`config.mk`:
```
export PLATFORM = sky130hd
export DESIGN_NAME = md_unit
export DESIGN_NICKNAME = d
export VERILOG_FILES = /design/src/rtl/md_unit.sv
export SDC_FILE = /design/constraint.sdc
export NUM_CORES = 1
export LEC_CHECK = 0
export CAP_MARGIN = 10
export CELL_PAD_IN_SITES_DETAIL_PLACEMENT = 1
export CELL_PAD_IN_SITES_GLOBAL_PLACEMENT = 2
export CORE_MARGIN = 1
export CORE_UTILIZATION = 30
export DETAILED_ROUTE_END_ITERATION = 10
export GPL_TIMING_DRIVEN = 0
export MAX_ROUTING_LAYER = met4
export PLACE_DENSITY = 0.76
export SKIP_LAST_GASP = 1
export SYNTH_ARGS = -nofsm -noshare
export SYNTH_HDL_FRONTEND = slang
export SYNTH_SLANG_ARGS = --single-unit
```
`constraint.sdc`:
```
create_clock -name clk -period 5 [get_ports clk]
set_clock_uncertainty 0.2 [all_clocks]
set_input_delay 0.75 -clock clk [delete_from_list [all_inputs] [get_ports clk]]
set_output_delay 0.75 -clock clk [all_outputs]
set_load 0.005 [all_outputs]
```
`src/rtl/md_unit.sv`:
```
// Iterative multiply/divide unit holding the HI/LO registers for the EX stage.
// MULT/MULTU/DIV/DIVU run over several cycles on operand magnitudes and apply
// a sign fixup at the end. MTHI/MTLO write HI/LO in a single edge.
// Handshake: a request is taken on any rising edge where start=1, busy=0 and
// flush=0. While busy=1 every start is dropped and the pipeline must hold the
// instruction. done pulses for one cycle when new MULT/DIV results show up on
// hi/lo.
module md_unit #(
    parameter int WIDTH    = 32,
    parameter bit FAST_MUL = 1'b0
) (
    input  logic             clk,
    input  logic             rst,
    input  logic             start,
    input  logic [2:0]       op,
    input  logic [WIDTH-1:0] src_a,
    input  logic [WIDTH-1:0] src_b,
    input  logic             flush,
    output logic             busy,
    output logic             done,
    output logic [WIDTH-1:0] hi,
    output logic [WIDTH-1:0] lo,
    output logic [1:0]       dbgState
);

    localparam int CW = $clog2(WIDTH) + 1;

    typedef enum logic [1:0] {
        IDLE = 2'd0,
        CALC = 2'd1,
        FIN  = 2'd2
    } state_t;

    state_t state, stateNext;

    logic [CW-1:0]      count;
    logic               isDiv;
    logic               negRes;     // quotient / product must be negated
    logic               negRem;     // remainder takes the dividend's sign
    logic [WIDTH-1:0]   rawA;       // unmodified dividend for divide-by-zero
    logic [WIDTH-1:0]   workB;      // divisor, or multiplier shifted right
    logic [2*WIDTH-1:0] mcand;      // multiplicand shifted left
    logic [2*WIDTH-1:0] acc;        // product, or {remainder, quotient}

    logic               accept;
    logic               lastIter;
    logic               signA, signB;
    logic [WIDTH-1:0]   magA, magB;
    logic [WIDTH:0]     remShift, diff;
    logic [2*WIDTH-1:0] prodOut;
    logic [WIDTH-1:0]   resHi, resLo;

    assign busy     = (state != IDLE);
    assign dbgState = state;
    assign accept   = (state == IDLE) && start && !flush && !op[2];
    assign lastIter = (count == CW'(WIDTH - 1)) || (FAST_MUL && !isDiv);

    // Operand magnitudes and sign flags; op[0]=0 selects the signed variants.
    always_comb begin
        signA = !op[0] && src_a[WIDTH-1];
        signB = !op[0] && src_b[WIDTH-1];
        magA  = signA ? (~src_a + 1'b1) : src_a;
        magB  = signB ? (~src_b + 1'b1) : src_b;
    end

    // One restoring-division step and the signed result fixup.
    always_comb begin
        remShift = {acc[2*WIDTH-1:WIDTH], acc[WIDTH-1]};
        diff     = remShift - {1'b0, workB};
        prodOut  = negRes ? (~acc + 1'b1) : acc;
        resHi    = prodOut[2*WIDTH-1:WIDTH];
        resLo    = prodOut[WIDTH-1:0];
        if (isDiv) begin
            if (workB == '0) begin
                resHi = rawA;
                resLo = '1;
            end else begin
                resLo = negRes ? (~acc[WIDTH-1:0] + 1'b1) : acc[WIDTH-1:0];
                resHi = negRem ? (~acc[2*WIDTH-1:WIDTH] + 1'b1)
                               : acc[2*WIDTH-1:WIDTH];
            end
        end
    end

    // State register.
    always_ff @(posedge clk) begin
        if (rst) state <= IDLE;
        else     state <= stateNext;
    end

    // Next-state logic; flush returns to IDLE from any busy state.
    always_comb begin
        stateNext = state;
        case (state)
            IDLE: if (accept) stateNext = CALC;
            CALC: begin
                if (flush)         stateNext = IDLE;
                else if (lastIter) stateNext = FIN;
            end
            FIN:     stateNext = IDLE;
            default: stateNext = IDLE;
        endcase
    end

    // Datapath: operand capture, iterations, HI/LO writeback and done pulse.
    always_ff @(posedge clk) begin
        if (rst) begin
            hi     <= '0;
            lo     <= '0;
            done   <= 1'b0;
            count  <= '0;
            isDiv  <= 1'b0;
            negRes <= 1'b0;
            negRem <= 1'b0;
            rawA   <= '0;
            workB  <= '0;
            mcand  <= '0;
            acc    <= '0;
        end else begin
            done <= 1'b0;
            case (state)
                IDLE: begin
                    if (accept) begin
                        isDiv  <= op[1];
                        negRes <= signA ^ signB;
                        negRem <= signA;
                        rawA   <= src_a;
                        workB  <= magB;
                        mcand  <= {{WIDTH{1'b0}}, magA};
                        acc    <= op[1] ? {{WIDTH{1'b0}}, magA} : '0;
                        count  <= '0;
                    end else if (start && !flush && op == 3'd4) begin
                        hi <= src_a;
                    end else if (start && !flush && op == 3'd5) begin
                        lo <= src_a;
                    end
                end
                CALC: begin
                    if (!flush) begin
                        count <= count + CW'(1);
                        if (isDiv) begin
                            if (!diff[WIDTH])
                                acc <= {diff[WIDTH-1:0], acc[WIDTH-2:0], 1'b1};
                            else
                                acc <= {remShift[WIDTH-1:0], acc[WIDTH-2:0], 1'b0};
                        end else if (FAST_MUL) begin
                            acc <= {{WIDTH{1'b0}}, mcand[WIDTH-1:0]} *
                                   {{WIDTH{1'b0}}, workB};
                        end else begin
                            if (workB[0]) acc <= acc + mcand;
                            mcand <= mcand << 1;
                            workB <= workB >> 1;
                        end
                    end
                end
                FIN: begin
                    if (!flush) begin
                        hi   <= resHi;
                        lo   <= resLo;
                        done <= 1'b1;
                    end
                end
                default: ;
            endcase
        end
    end

endmodule

```
# --- Word level (Yosys, flattened, before mapping) ---
# Cells that the tools add are included.
totals:
  reg_bits: 268
  in_bits: 71
  out_inout_bits: 68
  wordCells: 107
classes:
  add_sub_neg: 8
  eq_ne: 15
  n_mux: 41
  n_bitwise: 7
  n_reduce_logical: 24
op_table:
  columns: ["op", "count"]
  rows:
  - ["two-way mux 32 bit", 19]
  - ["two-way mux 64 bit", 9]
  - ["one-hot mux 64 bit (2 select lines)", 2]
  - ["one-hot mux 32 bit (2 select lines)", 3]
  - ["adder 32 x 1 -> 32 bit, second input constant", 4]
  - ["NOT 32 bit", 4]
  - ["adder 64 x 1 -> 64 bit, second input constant", 1]
  - ["adder 64 bit", 1]
  - ["NOT 64 bit", 1]
  - ["subtractor 33 x 32 -> 33 bit", 1]
  - ["zero test 32 bit", 1]
  - ["two-way mux 6 bit", 2]
  - ["inequality test 2 bit, second input constant", 6]
  - ["one-hot mux 6 bit (2 select lines)", 1]
  - ["AND reduction 4 bit", 3]
  - ["logical AND 1 bit", 8]
  - ["adder 6 x 1 -> 6 bit, second input constant", 1]
  - ["== test 3 bit, second input constant", 2]
  - ["== test 6 x 5 -> 1 bit, second input constant", 1]
  - ["two-way mux 2 bit", 3]
  - ["inequality test 3 bit, second input constant", 2]
  - ["nonzero test 2 bit", 3]
  - ["AND reduction 5 bit", 1]
  - ["inequality test 2 x 1 -> 1 bit, second input constant", 2]
  - ["other kinds (11)", 14]

# --- Longest topological paths before layout ---
depth:
  ltp_word: 7
  mapped_depth: 15
  mapped_depth_nobuf: 13

# --- Worst setup path after synthesis ---
# OpenSTA, ideal clock, no wires.
synth_timing:
  path_type: "reg2reg"
  start: "reg acc[31]"
  end: "reg acc[51]"
  setup_time_ns: 0.125
  t_arrival_ns: 3.258
  t_required_ns: 4.675
  path_slack_ns: 1.417
  stages_incl_launch_ff: 15
  n_path_buf: 1
  period_less_slack_ns: 3.583
  path_cell_list: "dfxtp_1 > inv_1 > ha_1 > fa_1 > nor2b_1 > o31a_1 > o21ai_0 > a2111oi_0 > o2111ai_1 > a21o_1 > nand3_2 > buf_2 > mux2_2 > a22oi_1 > o31ai_1"
synth_via:
  elab_chain_len: 5
  elab_cells_between_ends: 7
  classes_between: "2 x add/sub; 5 x mux"
synth_rtl:
  columns: ["item", "line_no", "source"]
  rows:
  - ["start: declaration", "43", "logic [2*WIDTH-1:0] acc;"]
  - ["start signal: assignment", "130", "acc <= op[1] ? {{WIDTH{1'b0}}, magA} : '0;"]
  - ["start signal: assignment", "143", "acc <= {diff[WIDTH-1:0], acc[WIDTH-2:0], 1'b1};"]
  - ["start signal: assignment", "145", "acc <= {remShift[WIDTH-1:0], acc[WIDTH-2:0], 1'b0};"]
  - ["adder 64 bit or subtractor 33 x 32 -> 33 bit (tied branches)", "150, 69", null]
  - ["two-way mux 64 bit, on equally long branches", "150, 142", null]
  - ["two-way mux 64 bit *", "141", "if (isDiv) begin"]
  - ["two-way mux 64 bit *", "139", "if (!flush) begin"]
  - ["one-hot mux 64 bit (2 select lines) *", "121", "case (state)"]
# Mark *: on every way between the ends. The rest lies on a longest branch, timed or not. The select of a mux whose other input is x is not followed.
# A chain may end at the register's enable or synchronous reset.

# --- Worst setup path after layout ---
layout_timing:
  start: "reg acc[31]"
  end: "reg acc[57]"
# The elaborated chain is that of the path after synthesis.

==> run summary <==
Mapped Area: 20900 um^2
Clock transition at path regs: 0.06 ns
Clock buffer depth: 3
Mux share of post-synthesis cell area: 1.70%
Synth unique cells: 86
Initial Util: 30.4%
Place WS: -0.0821 ns
Layout Nets: 3230
Status: completed
Net Count, Synth: 3061
Type of the worst min-delay path: reg -> reg
1st-iter DRT viols: 1738
Root Buffer: clkbuf_16
Core area: 68700 um^2
Worst path max stage delay: 0.52 ns
Antenna Cells: 0
Adder-Cell Fraction of Synth Area: 6.19%
YS warnings: 0
CTS tree: built
Vias/cell: 5.81
Drt wl/cell: 26.5 um
Leading cell types in the layout, fill and taps excluded: nor2_1 (349), a21oi_1 (337), nand2_1 (328)
Mean Syn Cell Area: 7.22 um^2
# DRC: 0
Crit path arrival time: 5.01 ns
Setup Crit Path Kind: reg -> reg
Routed WL: 106000 um
Worst hold margin: 0.257 ns
Period utilisation layout: 96.1%
CP top delay family: compound AO/OA/AOI/OAI gates
Highest clock rate: 208 MHz
Mapped Cells: 2888
Vias in the first global route: 23.4k
Largest net degree at the start of global routing: 13
Final Hold Viols: 0
Final Non-Filler Cells: 4013
First-pass GRT wire length: 156000 um
Final setup violation count: 0
H-tree depth: 2
Power Dens Cells: 262 nW/um^2
Synth Flop Type: dfxtp_1
CP bufs+invs: 3
Asr flop ratio synth: 0%
Final WS setup: 0.197 ns
Worst Setup Start Kind: register
Final max-slew violation count: 0
Yosys reg bits: 268
Layout cells sized above 1: 4.06%
Ports: 139
Synth top area cells: dfxtp_1 (26%), a21oi_1 (8.1%), nor2_1 (6.3%)
DP HPWL: 85800 um
Worst skew pair latency: 0.59 ns
Sequential share of the synthesized area: 25.7%
Largest family of logic cells by synthesized area: compound AO/OA/AOI/OAI gates
Post-Synth XOR/XNOR Area: 9.66%
Port bufs: 130
DRT antenna net count: 0
DR pass1 iterations: 5
Minimum clock period: 4.80 ns
Via count: 23.3k
Simple logic cell fraction of the synthesized area: 20.9%
Placer Congestion: 0.984
Critical path fanouts, max: 10
Max cap viols: 0
Num CTS Buffers: 36
Die ar.: 70600 um^2
Setup TNS: 0 ns
Crit path max-delay cell type: dfxtp_1
Gr usage total: 30.4%
Least-Margin Pin Slew: 1.20 ns
Initial antenna violation count: 0
Most common cell after layout, fill and taps aside: nor2_1
Worst setup EP type: register
Yosys top cell area share: 25.7%
Compound-Gate Fraction of Synth Area: 30.4%
WP data required: 5.21 ns
Hold_buf cts: 0
EDFF count, synth: 0
Total grt overflow: 0
Cell total after placement: 3949
Maximum vdd drop: 0.183 mV
Relative slew slack: 20.0%
CP cell instances: inv_1 > ha_1 > fa_1 > nor2b_1 > o31a_1 > o21ai_0 > a2111oi_4 > o2111ai_2 > a21o_1 > nand3_2 > buf_2 > buf_4 > mux2i_1 > o211ai_1
Die Ht: 266 um
Cell taking the most area after synthesis: dfxtp_1
RSZ-0062 raised after global routing: no
Pleak: 8.92 nW
Area Overhead vs Synth: 17.7%
DIE WIDTH: 266 um
CTS sink count: 268
Std-Cell Rows: 96
==> cell usage after synthesis (44+ instances only) <==
master / number
a211oi_1: 97
a21o_1: 44
a21oi_1: 337
a22oi_1: 49
clkbuf_1: 207
dfxtp_1: 268
ha_1: 100
inv_1: 68
nand2_1: 328
nor2_1: 349
nor3_1: 62
o21ai_0: 184
o221ai_1: 47
xnor2_1: 135
xor2_1: 95
==> timing repair <==
action / CTS / global route
resized for setup: 2 / 2
cloned: 0 / 0
setup endpoints to repair: 9 / 1
buffers inserted: 0 / 0
==> path summary, 6_finish.rpt <==
kind,cells past startpoint,startpoint,end,slack [ns]
setup reg to reg,14,acc[31],acc[57],0.20
hold reg to reg,2,lo[19],lo[19],0.26
setup / recovery,14,acc[31],acc[57],0.20
hold / removal,2,lo[19],lo[19],0.26
==> worst register-to-register path, stage by stage, from the launching register on <==
cell and delay [ns]:
dfxtp_1 0.52, inv_1 0.12, ha_1 0.28, fa_1 0.44, nor2b_1 0.20, o31a_1 0.25
o21ai_0 0.28, a2111oi_4 0.45, o2111ai_2 0.26, a21o_1 0.27, nand3_2 0.23, buf_2 0.32
buf_4 0.31, mux2i_1 0.37, o211ai_1 0.13
==> routing by layer <==
metal | part of all wire [%] | up-vias | track usage [%]
met2 | 45 | 800 | 47.9
met3 | 5.2 | 166 | 3.32
li1 | - | 10800 | -
met1 | 46 | 11600 | 39.7
met4 | 4.4 | 0 | 12.1
met5 | 0 | - | -
==> report_power, final <==
part           switching, mW  total, mW  internal (mW)
Combinational          0.946       1.40          0.459
Sequential            0.0903       2.29           2.20
Clock                   1.14       2.74           1.60
==> area by class of cell <==
| type | instances | area [um^2] |
|---|---|---|
| Clock inverter | 18 | 229 |
| Inverter | 69 | 259 |
| Timing Repair Buffer | 131 | 1310 |
| Fill cell | 8530 | 44100 |
| Tap cell | 931 | 1160 |
| Multi-Input combinational cell | 2326 | 14400 |
| Buffer | 225 | 876 |
| Clock buffer | 45 | 975 |
| Sequential cell | 268 | 5370 |
==> state kept, by name, summed over array words and instances (netlist names) <==
| name | count |
|---|---|
| acc | 64 |
| mcand | 64 |
| hi | 32 |
| lo | 32 |
| rawA | 32 |
| workB | 32 |
| count | 6 |
| dbgState | 2 |
| done | 1 |
| isDiv | 1 |
| negRem | 1 |
| negRes | 1 |
==> cell families after synthesis <==
kind of cell | after synthesis
fa+ha+maj | 102
simple gates | 969
mux | 34
buf+inv | 294
compound gates | 991
flops | 268
xor+xnor | 230
==> metrics by stage <==
| step | total power [mW] | util (%) | cell area (um^2) |
|---|---|---|---|
| 4_1_cts | 6.43 | 35.7 | 24500 |
| 2_1_floorplan | 3.12 | - | 20900 |
| 5_1_grt | 6.64 | 35.7 | 24600 |
| 3_5_place_dp | 3.70 | 34.0 | 23300 |
| 6_report | 6.43 | 35.7 | 24600 |
| 3_3_place_gp | 3.68 | 34.0 | 23300 |
Power figures use the tool's default switching activity.
